**config.mk**
```make
export PLATFORM = sky130hd
export DESIGN_NAME = mem_stage_ctrl
export DESIGN_NICKNAME = d
export VERILOG_FILES = /design/src/rtl/mem_stage_ctrl.sv
export SDC_FILE = /design/constraint.sdc
export NUM_CORES = 1
export LEC_CHECK = 0
export CELL_PAD_IN_SITES_DETAIL_PLACEMENT = 1
export CELL_PAD_IN_SITES_GLOBAL_PLACEMENT = 1
export CORE_MARGIN = 2
export CORE_UTILIZATION = 29
export CTS_CLUSTER_DIAMETER = 150
export CTS_CLUSTER_SIZE = 25
export DETAILED_ROUTE_END_ITERATION = 10
export PLACE_DENSITY = 0.8
export SLEW_MARGIN = 30
export SYNTH_ARGS = -nofsm -noshare
export SYNTH_HDL_FRONTEND = slang
export SYNTH_SLANG_ARGS = --single-unit
export TNS_END_PERCENT = 10
```
**constraint.sdc**
```tcl
create_clock -name clk -period 3.7 [get_ports clk]
set_input_delay 0.74 -clock clk [delete_from_list [all_inputs] [get_ports clk]]
set_output_delay 0.74 -clock clk [all_outputs]
set_load 0.005 [all_outputs]
```
**src/rtl/mem_stage_ctrl.sv**
```systemverilog
// MEM-stage controller: M pipeline register, writeback/Tnew decode, sub-word lane handling and a
// req/ack handshake to a variable-latency data memory with stall, misalignment and timeout.
module mem_stage_ctrl #(
  parameter int unsigned ADDR_W   = 32,
  parameter int unsigned MAX_WAIT = 15,
  parameter int unsigned LINK_REG = 31
) (
  input  logic              clk,
  input  logic              reset,
  input  logic              in_valid,
  input  logic [31:0]       in_instr,
  input  logic [ADDR_W-1:0] in_addr,
  input  logic [31:0]       in_wdata,
  input  logic              dm_ack,
  input  logic [31:0]       dm_rdata,
  output logic [31:0]       instr_m,
  output logic [4:0]        rf_dst,
  output logic [1:0]        tnew,
  output logic              stall,
  output logic              dm_req,
  output logic              dm_we,
  output logic [3:0]        dm_be,
  output logic [ADDR_W-1:0] dm_addr,
  output logic [31:0]       dm_wdata,
  output logic [31:0]       load_data,
  output logic              addr_err,
  output logic              bus_err
);

  localparam int unsigned     CntW    = (MAX_WAIT > 1) ? $clog2(MAX_WAIT) : 1;
  localparam logic [CntW-1:0] CntLast = CntW'(MAX_WAIT - 1);

  localparam logic [5:0] OpRtype = 6'h00;
  localparam logic [5:0] OpJal   = 6'h03;
  localparam logic [5:0] OpAddi  = 6'h08;
  localparam logic [5:0] OpOri   = 6'h0d;
  localparam logic [5:0] OpLui   = 6'h0f;
  localparam logic [5:0] OpLb    = 6'h20;
  localparam logic [5:0] OpLh    = 6'h21;
  localparam logic [5:0] OpLw    = 6'h23;
  localparam logic [5:0] OpLbu   = 6'h24;
  localparam logic [5:0] OpLhu   = 6'h25;
  localparam logic [5:0] OpSb    = 6'h28;
  localparam logic [5:0] OpSh    = 6'h29;
  localparam logic [5:0] OpSw    = 6'h2b;
  localparam logic [5:0] FnJalr  = 6'h09;
  localparam logic [5:0] FnAddu  = 6'h21;
  localparam logic [5:0] FnSubu  = 6'h23;

  function automatic logic op_is_load(input logic [5:0] op);
    return op inside {OpLb, OpLh, OpLw, OpLbu, OpLhu};
  endfunction

  function automatic logic op_is_store(input logic [5:0] op);
    return op inside {OpSb, OpSh, OpSw};
  endfunction

  function automatic logic op_misaligned(input logic [5:0] op, input logic [1:0] lo);
    logic mis;
    case (op)
      OpLw, OpSw:        mis = (lo != 2'b00);
      OpLh, OpLhu, OpSh: mis = lo[0];
      default:           mis = 1'b0;
    endcase
    return mis;
  endfunction

  typedef enum logic {StIdle, StWait} state_e;

  state_e            state_q, state_d;
  logic [CntW-1:0]   cnt_q, cnt_d;
  logic [31:0]       instr_q;
  logic [ADDR_W-1:0] addr_q;
  logic [31:0]       wdata_q;

  logic [5:0] in_op;
  logic       in_mem_go;
  logic [5:0] op;
  logic [5:0] funct;
  logic       is_load;
  logic       st_wait;
  logic       timeout;

  logic [4:0]  dst;
  logic [3:0]  lane_be;
  logic [31:0] lane_wd;
  logic [7:0]  rbyte;
  logic [15:0] rhalf;
  logic [31:0] ld_ext;

  // A bubble is decoded as opcode 0 / funct 0, which is a nop.
  assign in_op     = in_valid ? in_instr[31:26] : 6'h00;
  assign in_mem_go = (op_is_load(in_op) | op_is_store(in_op)) &
                     ~op_misaligned(in_op, in_addr[1:0]);

  assign op      = instr_q[31:26];
  assign funct   = instr_q[5:0];
  assign is_load = op_is_load(op);
  assign st_wait = (state_q == StWait);
  assign timeout = st_wait & ~dm_ack & (cnt_q == CntLast);
  assign stall   = st_wait & ~dm_ack & ~timeout;

  always_ff @(posedge clk or posedge reset) begin
    if (reset) begin
      instr_q <= '0;
      addr_q  <= '0;
      wdata_q <= '0;
    end else if (!stall) begin
      instr_q <= in_valid ? in_instr : 32'h0;
      addr_q  <= in_addr;
      wdata_q <= in_wdata;
    end
  end

  always_ff @(posedge clk or posedge reset) begin
    if (reset) begin
      state_q <= StIdle;
      cnt_q   <= '0;
    end else begin
      state_q <= state_d;
      cnt_q   <= cnt_d;
    end
  end

  // Whenever M advances, the next state depends only on what is captured, which also
  // covers back-to-back accesses leaving and re-entering WAIT on the same edge.
  always_comb begin
    state_d = state_q;
    cnt_d   = cnt_q;
    if (stall) begin
      state_d = StWait;
      cnt_d   = cnt_q + 1'b1;
    end else begin
      state_d = in_mem_go ? StWait : StIdle;
      cnt_d   = '0;
    end
  end

  always_comb begin
    dst     = 5'd0;
    lane_be = 4'b0000;
    lane_wd = 32'h0;
    rbyte   = dm_rdata[{addr_q[1:0], 3'b000} +: 8];
    rhalf   = addr_q[1] ? dm_rdata[31:16] : dm_rdata[15:0];
    ld_ext  = 32'h0;

    case (op)
      OpRtype: if (funct inside {FnAddu, FnSubu, FnJalr}) dst = instr_q[15:11];
      OpAddi, OpOri, OpLui, OpLb, OpLh, OpLw, OpLbu, OpLhu: dst = instr_q[20:16];
      OpJal:   dst = 5'(LINK_REG);
      default: dst = 5'd0;
    endcase

    case (op)
      OpLw, OpSw: begin
        lane_be = 4'b1111;
        lane_wd = wdata_q;
      end
      OpLh, OpLhu, OpSh: begin
        lane_be = addr_q[1] ? 4'b1100 : 4'b0011;
        lane_wd = {2{wdata_q[15:0]}};
      end
      OpLb, OpLbu, OpSb: begin
        lane_be = 4'b0001 << addr_q[1:0];
        lane_wd = {4{wdata_q[7:0]}};
      end
      default: ;
    endcase

    case (op)
      OpLb:    ld_ext = {{24{rbyte[7]}}, rbyte};
      OpLbu:   ld_ext = {24'h0, rbyte};
      OpLh:    ld_ext = {{16{rhalf[15]}}, rhalf};
      OpLhu:   ld_ext = {16'h0, rhalf};
      OpLw:    ld_ext = dm_rdata;
      default: ld_ext = 32'h0;
    endcase

    instr_m   = instr_q;
    addr_err  = op_misaligned(op, addr_q[1:0]);
    bus_err   = timeout;
    dm_req    = st_wait & ~timeout;
    dm_we     = dm_req & op_is_store(op);
    dm_be     = dm_req ? lane_be : 4'b0000;
    dm_wdata  = dm_req ? lane_wd : 32'h0;
    dm_addr   = {addr_q[ADDR_W-1:2], 2'b00};
    load_data = (st_wait & dm_ack & is_load) ? ld_ext : 32'h0;
    tnew      = {1'b0, is_load & st_wait & ~dm_ack};
    rf_dst    = (addr_err | bus_err) ? 5'd0 : dst;
  end

endmodule

```
# Word-level counts from Yosys, hierarchy flattened
# Index checks and enable logic that the tools add are counted.
[word_totals]
output_inout_bits = 144
ff_bits = 101
wordCells = 79
in_bits = 132
[classes]
bitwise_logic = 15
addsub = 1
n_reduce_logical = 14
n_eq_ne = 24
n_mux = 18
shifts = 2
[op_table]
columns = ["cell", "n"]
rows = [
  ["$pmux 32 s5", 1],
  ["$eq 6x6->1 const B", 18],
  ["$mux 32", 3],
  ["$pmux 32 s3", 1],
  ["$shiftx 32x6->8", 1],
  ["$eq 6x4->1 const B", 4],
  ["$mux 16", 1],
  ["$pmux 5 s3", 1],
  ["$mux 4", 3],
  ["$pmux 4 s3", 1],
  ["$and 1x1->1", 10],
  ["$mux 5", 2],
  ["$reduce_bool 5->1", 2],
  ["$reduce_bool 3->1", 3],
  ["$reduce_or 3->1", 3],
  ["$reduce_or 8->1", 1],
  ["$eq 6x2->1 const B", 1],
  ["$logic_not 6->1", 1],
  ["$mux 6", 1],
  ["$add 4x1->4 const B", 1],
  ["$eq 4x4->1 const B", 1],
  ["$pmux 1 s2", 2],
  ["$reduce_bool 2->1", 2],
  ["$reduce_or 2->1", 2],
  ["4 further kinds", 8],
]

# Logic depth before layout (Yosys ltp)
# Gate-level depths: netlist of the first run.
[depth]
ltp_word = 8
depth_mapped = 10
depth_no_buf = 7

# Worst setup path before layout of the first run
# Ideal clock, no wire load.
[synth_timing]
kind = "input port to output port"
from = "in dm_rdata[31]"
to = "out load_data[21]"
path_slack_ns = 1.085
cell_stages = 5
n_path_buf = 1
arrival_time_ns = 1.875
path_cell_list = "mux4_2 -> nand4bb_1 -> a21boi_2 -> buf_4 -> a21oi_2"
[synth_via]
elab_chain_cells = 3
word_cells_on_any_way = 4
cone_classes = "1 x shift; 3 x mux"
[synth_lines]
columns = ["item", "line", "text"]
rows = [
  ["start, declared", "15", "input logic [31:0] dm_rdata,"],
  ["$shiftx 32x6->8 or $mux 16 (tied branches)", "143, 144", ""],
  ["$pmux 32 s5 *", "170", "case (op)"],
  ["$mux 32 *", "187", "load_data = (st_wait & dm_ack & is_load) ? ld_ext : 32'h0;"],
  ["end, declared", "25", "output logic [31:0] load_data,"],
]
# Mark *: on every way between the ends. The rest lies on a longest branch, timed or not.

# Final worst setup path of the first run
[layout_timing]
from = "reg instr_q[30] (netlist: instr_m[30])"
to = "out rf_dst[2]"
[layout_via]
elab_chain_cells = 5
word_cells_on_any_way = 19
cone_classes = "11 x eq/ne; 3 x mux; 1 x bitwise; 4 x reduce/logical"
[layout_lines]
columns = ["item", "line", "text"]
rows = [
  ["start, declared", "72", "logic [31:0] instr_q;"],
  ["start signal, assigned", "109", "instr_q <= in_valid ? in_instr : 32'h0;"],
  ["$eq 6x6->1 (on tied branches)", "60, 147", ""],
  ["$reduce_or 3->1 or $reduce_or 2->1 (tied branches)", "60", "case (op)"],
  ["$pmux 1 s2", "60", ""],
  ["$or 1x1->1", "189", "rf_dst = (addr_err | bus_err) ? 5'd0 : dst;"],
  ["$mux 5 *", "189", ""],
  ["end, declared", "17", "output logic [4:0] rf_dst,"],
]
# Marks and branches as above.

==> results of run 1 <==
## report_power, final
part	total [W]	internal [W]	switching, W
Combinational	0.000512	0.000291	0.000221
Sequential	0.00123	0.00117	0.0000576
Clock	0.00105	0.000611	0.000444
Total	0.00280	0.00207	0.000722
## flip-flops by register name (all words and copies together), names as in the netlist
register  cells
addr_q       32
instr_m      32
wdata_q      32
cnt_q         4
st_wait       1
## logic make-up (layout without fill, tap and decap cells)
kind of cell,after synthesis,after routing
fa+ha+maj,2,2
flops,101,101
xor+xnor,2,2
mux,11,11
buf+inv,94,324
other cells,1,3
compound gates,130,130
simple gates,388,388
## tightest hold or removal path, cell delays in order, from the launching register on
cell and delay [ns]:
dfrtp_1 0.34, nand2_1 0.05, nand2_1 0.04
## timing repair
action                                 CTS  global route
endpoints found under the hold margin    0             0
setup endpoints to repair                0             3
gates resized for setup                  0             3
## per-layer routing
metal	GRT usage [%]	vias up
li1	-	2845
met1	25.06	2903
met2	35.28	192
met3	4.906	36
met4	6.845	0
met5	0	-
## how the worst max path moves through the flow
stage                     start             to  depth (start not counted)
global route        instr_m[30]      rf_dst[2]                          5
finish              instr_m[30]      rf_dst[2]                          5
detailed placement       dm_ack  load_data[30]                          7
CTS                 instr_m[26]      rf_dst[2]                          5
global placement         dm_ack  load_data[30]                          7
floorplan                 reset      addr_q[0]                          1
## per-stage QoR
step                      util [%]  worst slack (ns)  hold slack [ns]  power (W)  area, sq um
after floorplan                  -            0.3129           0.4386   0.001467         5862
after global placement       44.25            0.1856           0.4479   0.001753         8696
after detailed placement     44.26            0.1300           0.4560   0.001767         8700
after CTS                    45.92           0.02951           0.4705   0.002829         9025
after global routing         45.94           0.01259           0.4911   0.002930         9029
final                        45.94           0.05912           0.4638   0.002797         9029
## layout by cell type, fill, tap and decap left out, types with 3 or more instances in the layout
cell type | netlist | final
a2111oi_0 | 4 | 3
a211oi_2 | 5 | 5
a21oi_1 | 38 | 38
a21oi_2 | 10 | 10
a22oi_1 | 23 | 23
a31oi_1 | 7 | 7
and2_1 | 11 | 11
buf_12 | 0 | 3
buf_4 | 34 | 23
clkbuf_16 | 0 | 9
clkdlybuf4s50_1 | 0 | 272
conb_1 | 1 | 3
dfrtp_1 | 101 | 99
inv_1 | 8 | 7
mux2_2 | 5 | 5
mux4_2 | 6 | 6
nand2_1 | 292 | 292
nand2b_1 | 7 | 6
nand3_1 | 34 | 34
nor2_1 | 17 | 17
nor2b_1 | 6 | 6
nor4_2 | 5 | 4
o21a_1 | 3 | 3
o21ai_0 | 27 | 26
o21ai_1 | 2 | 3
## cell type report
class / instances / area share, %
timing repair buffer: 299 / 32.86
sequential: 101 / 28.02
clock buffer: 10 / 2.647
inverter: 9 / 0.4019
clock inverter: 6 / 0.9562
tap: 265 / 3.672
multi-input combinational: 536 / 31.44
==> impl_metrics.json, run 1 <==
{
  "postCtsSetupBuffers": 0,
  "synthMuxAreaShare_pct": 3.270,
  "setup_viol": 0,
  "synth-simple-area-share_pct": 28.87,
  "r2r_end": "wdata_q[16]",
  "yosys-top-cells-count": "292 x nand2_1, 101 x dfrtp_1, 38 x a21oi_1, 34 x buf_4, 34 x nand3_1",
  "synth_seq_area_share_pct": 43.17,
  "min_path_cells": 2,
  "drc_errors": 0,
  "synth_top_family_by_area": "simple AND/OR/NAND/NOR gates",
  "fillers": 2355,
  "area_delta_synth_final_pct": 54.22,
  "synth-xor-area-share_pct": 0.2992,
  "met3_length_mm": 1.354,
  "io_buffers": 272,
  "drive_gt1_share_pct": 9.157,
  "layout.nets": 1090,
  "slowest_stage": "or4_4",
  "synth_adder_area_share_pct": 0.4274,
  "fp.dieW_um": 146.1,
  "hold_class": "flip-flop to flip-flop",
  "synth_flop_cell": "dfrtp_1",
  "root_buffer": "clkbuf_16",
  "synthCells": 729,
  "ys_top_cells_by_area": "dfrtp_1 43%, nand2_1 19%, buf_4 4.4%",
  "cts_hold_buffers": 0,
  "path_class": "flip-flop to primary output",
  "ys_warn_count": 0,
  "setup_tns_ns": 0,
  "slew_headroom_pct": 49.23,
  "critical_path_buf_inv_count": 1,
  "cp.arrival_ns": 2.90,
  "min_to": "addr_q[15]",
  "chipHeight_um": 146.1,
  "start_kind": "flip-flop",
  "clock_path_buffers": 2,
  "layout_min_cycle_time_ns": 3.641,
  "synth_cell_types": 52,
  "synth_top_cell_by_area": "dfrtp_1",
  "antenna_left": 0,
  "syn_avg_cell_area_sq_um": 8.031,
  "tightest_slew_ns": 0.7616,
  "gp_congestion": 0.8369,
  "drtIter0Drc": 237,
  "io_pins": 276,
  "clk_pin_slew_worst_paths_ns": 0.07,
  "slew_violations": 0,
  "grt_start_max_net_pins": 94,
  "wl_met2_mm": 10.86,
  "routed_wl_mm": 21.98,
  "die-area_sq_mm": 0.02134,
  "cts_buffers": 9,
  "cts_tree": "yes",
  "core_area_sq_mm": 0.01965,
  "numPlacedInstances": 1210,
  "cp.required_ns": 2.96,
  "p_per_area_mw_per_mm2": 309.8,
  "reg2reg_from": "cnt_q[0]",
  "synth-compound-area-share_pct": 15.05,
  "wire_per_inst_um": 17.93,
  "start_util_pct": 29.79,
  "slowest_delay_ns": 0.56,
  "synth.top_cell.area_share_pct": 43.17,
  "min_period_over_period_pct": 98.40,
  "regArea_sq_mm": 0.002530,
  "insertion_delay_ns": 0.35,
  "clock_skew_ns": 0.008760,
  "drt_first_pass_iters": 4,
  "reg2reg_slack_ns": 1.62,
  "num_rows": 51,
  "rsz0062_at_grt": "no",
  "fin_cells": 1226,
  "wl_met1_mm": 9.224,
  "h-tree-depth": 3,
  "n_antenna_cell": 0,
  "finalHoldViolCount": 0,
  "critical_path.max_fanout": 10,
  "crit_chain": "or4_4 -> a2111oi_4 -> a21oi_1 -> a211oi_2 -> clkdlybuf4s50_1",
  "route.vias.total": 5976,
  "grt_usage_pct": 20.43,
  "synth_edf_count": 0,
  "dpl.hpwl_mm": 16.37,
  "maxCapViolCount": 0,
  "endpoint_kind": "primary output",
  "highest_layer": "met4",
  "clock.fmax_mhz": 274.7,
  "min_from": "addr_q[15]",
  "p_leak_nw": 3.690,
  "peakVddDrop_mv": 0.2013,
  "grt_pass1_wl_mm": 34.91,
  "r2r_cells": 8,
  "clock_sinks": 101,
  "vias_per_cell": 4.874,
  "ys_ff_latch": 101,
  "multi_input_area_sq_mm": 0.002839,
  "grt_overflow": 0,
  "synth_most_common_cell": "nand2_1",
  "status": "finished clean",
  "syn_area_sq_mm": 0.005854,
  "antenna_found_initial": 0,
  "critPathTopFamily": "compound AO/OA/AOI/OAI gates",
  "grt_pass1_vias": 6251,
  "asyncSetResetFlopFracSynth_pct": 100.0
}
No activity file was read; power rests on OpenSTA's default activity.
==> run 2, diff against run 1 <==
--- a/config.mk
+++ b/config.mk
@@ -8,11 +8,11 @@
 export CELL_PAD_IN_SITES_DETAIL_PLACEMENT = 1
 export CELL_PAD_IN_SITES_GLOBAL_PLACEMENT = 1
 export CORE_MARGIN = 2
-export CORE_UTILIZATION = 29
+export CORE_UTILIZATION = 31
 export CTS_CLUSTER_DIAMETER = 150
-export CTS_CLUSTER_SIZE = 25
+export CTS_CLUSTER_SIZE = 16
 export DETAILED_ROUTE_END_ITERATION = 10
-export PLACE_DENSITY = 0.8
+export PLACE_DENSITY = 0.85
 export SLEW_MARGIN = 30
 export SYNTH_ARGS = -nofsm -noshare
 export SYNTH_HDL_FRONTEND = slang
==> constraint.sdc (replaced) <==
create_clock -name clk -period 4.2 [get_ports clk]
set_input_delay 0.84 -clock clk [delete_from_list [all_inputs] [get_ports clk]]
set_output_delay 0.84 -clock clk [all_outputs]
set_load 0.005 [all_outputs]
==> impl_metrics.json, run 2 (synthesized netlist as in run 1, its figures left out) <==
{
  "gp_congestion": 0.8572,
  "fin_cells": 1191,
  "drc_errors": 0,
  "crit_chain": "nand2b_1 -> buf_4 -> buf_4 -> nor4_2 -> buf_4 -> o21ai_0 -> a31oi_1 -> clkdlybuf4s50_1",
  "dpl.hpwl_mm": 16.42,
  "grt_usage_pct": 21.57,
  "cp_common_cell": "buf_4",
  "io_pins": 276,
  "io_buffers": 272,
  "h-tree-depth": 3,
  "utilization_pct": 47.87,
  "slowest_delay_ns": 0.52,
  "maxCapViolCount": 0,
  "insertion_delay_ns": 0.35,
  "peakVddDrop_mv": 0.2339,
  "critical_path_buf_inv_count": 4,
  "drt_first_pass_iters": 4,
  "core_area_sq_mm": 0.01864,
  "grt_overflow": 0,
  "drive_gt1_share_pct": 8.777,
  "numPlacedInstances": 1175,
  "finalHoldViolCount": 0,
  "clock_path_buffers": 2,
  "cts_buffers": 9,
  "fillers": 2203,
  "grt_pass1_vias": 6185,
  "cts_hold_buffers": 0,
  "setup_tns_ns": 0,
  "antenna_left": 0,
  "cp.arrival_ns": 3.10,
  "clock_sinks": 101,
  "endpoint_kind": "primary output",
  "start_kind": "flip-flop",
  "status": "finished clean",
  "layout_min_cycle_time_ns": 3.943,
  "final_common_cell": "nand2_1",
  "routed_wl_mm": 21.57,
  "vias_per_cell": 5.025,
  "die-area_sq_mm": 0.02000,
  "fp.dieW_um": 141.4,
  "clk_pin_slew_worst_paths_ns": 0.07,
  "chipHeight_um": 141.4,
  "area_delta_synth_final_pct": 52.45,
  "tightest_slew_ns": 0.7144,
  "clock.fmax_mhz": 253.6,
  "critical_path.max_fanout": 13,
  "wire_per_inst_um": 18.11,
  "root_buffer": "clkbuf_16",
  "n_antenna_cell": 0,
  "slew_violations": 0,
  "path_class": "flip-flop to primary output",
  "mostFrequentLayoutCells": "292 x nand2_1, 272 x clkdlybuf4s50_1, 100 x dfrtp_1, 38 x a21oi_1, 34 x nand3_1",
  "slew_headroom_pct": 51.14,
  "p_leak_nw": 3.646,
  "setup_viol": 0,
  "cts_tree": "yes",
  "hold_class": "flip-flop to flip-flop",
  "critPathTopFamily": "buffers and inverters",
  "clock_skew_ns": 0.01393,
  "start_util_pct": 31.40,
  "antenna_found_initial": 0,
  "route.vias.total": 5985,
  "drtIter0Drc": 264,
  "grt_start_max_net_pins": 56,
  "cp.required_ns": 3.36,
  "layout.nets": 1086,
  "min_period_over_period_pct": 93.88,
  "grt_pass1_wl_mm": 34.36,
  "p_per_area_mw_per_mm2": 268.4,
  "num_rows": 50,
  "rsz0062_at_grt": "no",
  "slowest_stage": "clkdlybuf4s50_1"
}
run 2: cell count changes in the layout (fill, tap and decap cells not counted), moves of 2 or more:
cell      delta
buf_4        -2
clkinv_2     -2
inv_6        +3
o21ai_1      -2
run 2: worst reg2reg max path: stages, from the launching register on:
cell and delay (ns):
dfrtp_1 0.41, inv_1 0.07, ha_1 0.14, nand3_1 0.23, nand2b_4 0.18, buf_4 0.47, buf_4 0.60, nand3_1 0.22
nand2_1 0.11
run 2: final timing paths:
check	startpoint	end	slack (ns)	depth (start not counted)
min reg2reg	addr_q[24]	addr_q[24]	0.47	2
max reg2reg	cnt_q[0]	instr_m[27]	1.71	8
min in group asynchronous	reset	addr_q[9]	0.98	2
max	instr_m[30]	load_data[12]	0.26	8
min	addr_q[24]	addr_q[24]	0.47	2
max in group asynchronous	reset	addr_q[24]	2.47	3
run 2: final cells by class:
cell class / count / area, sq um / area share (%)
Clock buffer: 9 / 225.2 / 2.523
Clock inverter: 7 / 80.08 / 0.8972
Inverter: 9 / 36.28 / 0.4066
Multi-Input combinational cell: 536 / 2841 / 31.84
Sequential cell: 101 / 2529 / 28.33
Tap cell: 234 / 292.8 / 3.281
Timing Repair Buffer: 295 / 2920 / 32.72
run 2: what timing repair did:
| item | CTS | global route |
|---|---|---|
| endpoints found under the setup margin | 0 | 1 |
| endpoints found under the hold margin | 0 | 0 |
| setup buffers | 0 | 0 |
| resized for setup | 0 | 1 |
run 2: power by group:
group | internal [W] | switching [W] | leakage (nW)
sequential | 0.00103 | 0.0000568 | 1.23
combinational | 0.000255 | 0.000188 | 2.27
clock | 0.000470 | 0.000393 | 0.143
run 2: routing by layer:
metal | wire, um | up-vias | GRT usage [%]
met5 | 0 | - | 0
met4 | 712 | 0 | 7.211
met3 | 1295 | 36 | 5.265
met2 | 10690 | 205 | 37.66
met1 | 8869 | 2907 | 26.12
li1 | - | 2837 | -
run 2: per-stage QoR:
stage,setup WS (ns),hold WS (ns),cell area [sq um],power [W]
floorplan,0.7129,0.4386,5862,0.001292
global placement,0.3638,0.4480,8594,0.001539
detailed placement,0.2866,0.4552,8618,0.001554
CTS,0.1610,0.4711,8924,0.002429
global route,0.0001037,0.4868,8925,0.002513
finish,0.2570,0.4665,8925,0.002395
==> run 3, diff against run 2 <==
==> constraint.sdc (replaced) <==
create_clock -name clk -period 5 [get_ports clk]
set_input_delay 1 -clock clk [delete_from_list [all_inputs] [get_ports clk]]
set_output_delay 1 -clock clk [all_outputs]
set_load 0.005 [all_outputs]
==> impl_metrics.json, run 3 (synthesized netlist as in run 1, its figures left out) <==
{
  "slowest_stage": "nor4_2",
  "die-area_sq_mm": 0.02000,
  "core_area_sq_mm": 0.01864,
  "p_leak_nw": 3.602,
  "insertion_delay_ns": 0.35,
  "wl_met1_mm": 8.901,
  "routed_wl_mm": 21.58,
  "layout_min_cycle_time_ns": 4.400,
  "cp.required_ns": 4.00,
  "p_per_area_mw_per_mm2": 223.2,
  "path_class": "flip-flop to primary output",
  "finalHoldViolCount": 0,
  "grt_pass1_wl_mm": 34.24,
  "gp_congestion": 0.8739,
  "critical_path_buf_inv_count": 1,
  "drtIter0Drc": 265,
  "antenna_found_initial": 0,
  "reg2reg_from": "cnt_q[0]",
  "start_util_pct": 31.40,
  "final_common_cell": "nand2_1",
  "io_buffers": 272,
  "n_antenna_cell": 0,
  "min_path_cells": 2,
  "root_buffer": "clkbuf_16",
  "clk_pin_slew_worst_paths_ns": 0.07,
  "mostFrequentLayoutCells": "292 x nand2_1, 272 x clkdlybuf4s50_1, 101 x dfrtp_1, 38 x a21oi_1, 34 x nand3_1",
  "highest_layer": "met4",
  "wl_met2_mm": 10.71,
  "clock_skew_ns": 0.01032,
  "drc_errors": 0,
  "cts_hold_buffers": 0,
  "slew_violations": 0,
  "grt_overflow": 0,
  "grt_pass1_vias": 6384,
  "utilization_pct": 47.39,
  "start_kind": "flip-flop",
  "numPlacedInstances": 1169,
  "rsz0062_at_grt": "no",
  "io_pins": 276,
  "r2r_cells": 8,
  "postCtsSetupBuffers": 0,
  "h-tree-depth": 3,
  "clock_path_buffers": 2,
  "slew_headroom_pct": 39.88,
  "cts-resized-gates": 0,
  "crit_start": "instr_m[30]",
  "cp.arrival_ns": 3.40,
  "fp.dieW_um": 141.4,
  "tightest_slew_ns": 0.8943,
  "chipHeight_um": 141.4,
  "num_rows": 50,
  "reg2reg_slack_ns": 2.57,
  "status": "finished clean",
  "setup_tns_ns": 0,
  "setup_viol": 0,
  "layout.nets": 1080,
  "peakVddDrop_mv": 0.1313,
  "maxCapViolCount": 0,
  "drive_gt1_share_pct": 8.097,
  "dpl.hpwl_mm": 16.27,
  "hold_class": "flip-flop to flip-flop",
  "cts_buffers": 9,
  "antenna_left": 0,
  "cts_tree": "yes",
  "vias_per_cell": 5.063,
  "area_delta_synth_final_pct": 50.91,
  "clock.fmax_mhz": 227.3,
  "clock_sinks": 101,
  "route.vias.total": 6000,
  "critPathTopFamily": "simple AND/OR/NAND/NOR gates",
  "fin_cells": 1185,
  "crit_chain": "nand2b_1 -> nor4_2 -> a22oi_1 -> a21oi_1 -> clkdlybuf4s50_1",
  "drt_first_pass_iters": 4,
  "wire_per_inst_um": 18.21,
  "met3_length_mm": 1.292,
  "slowest_delay_ns": 0.91,
  "min_to": "addr_q[27]",
  "grt_usage_pct": 21.61,
  "grt_start_max_net_pins": 94,
  "min_from": "addr_q[27]",
  "min_period_over_period_pct": 88.01,
  "r2r_end": "instr_m[26]",
  "critical_path.max_fanout": 14,
  "fillers": 2214,
  "endpoint_kind": "primary output"
}
## run 3: area by class of cell
cell class	instances	area, sq um	share of cell area [%]
multi-input cells	536	2841	32.16
flip-flops and latches	101	2527	28.61
repair buffers	289	2854	32.30
clock inverters	7	57.56	0.6515
clock buffers	9	225.2	2.549
well taps	234	292.8	3.314
inverters	9	36.28	0.4107
## run 3: worst max-delay path by stage
stage / endpoint / slack, ns / cells past startpoint
global route: dm_wdata[8] / 0.46 / 5
CTS: dm_wdata[8] / 0.63 / 5
finish: dm_wdata[8] / 0.60 / 5
detailed placement: load_data[31] / 0.76 / 6
global placement: load_data[23] / 0.84 / 6
floorplan: addr_q[0] / 1.35 / 1
## run 3: report_power, final
part / internal (W) / switching (W)
Combinational: 0.000209 / 0.000155
Sequential: 0.000867 / 0.0000493
Clock: 0.000346 / 0.000345
## run 3: worst reg2reg max path, delay by kind of cell (launching register included)
kind / cells / cell delay (ns)
AOI/OAI and AO/OA: 1 / 0.11
DFF: 1 / 0.41
buffers and inverters: 3 / 1.11
and+or+nand+nor: 3 / 0.59
adders and majority gates: 1 / 0.15
## run 3: stage by stage
step | total power [W] | hold WS, ns | setup slack, ns | area, sq um
floorplan | 0.001085 | 0.4386 | 1.353 | 5862
global placement | 0.001288 | 0.4477 | 0.8409 | 8544
detailed placement | 0.001300 | 0.4549 | 0.7613 | 8544
CTS | 0.001996 | 0.4706 | 0.6257 | 8827
finish | 0.001972 | 0.4651 | 0.5997 | 8835
global route | 0.002069 | 0.4905 | 0.4598 | 8835
## run 3: per-layer routing
layer	vias up	GRT usage (%)
li1	2821	-
met3	42	4.657
met4	0	8.947
met1	2933	25.76
met5	-	0
met2	204	37.81
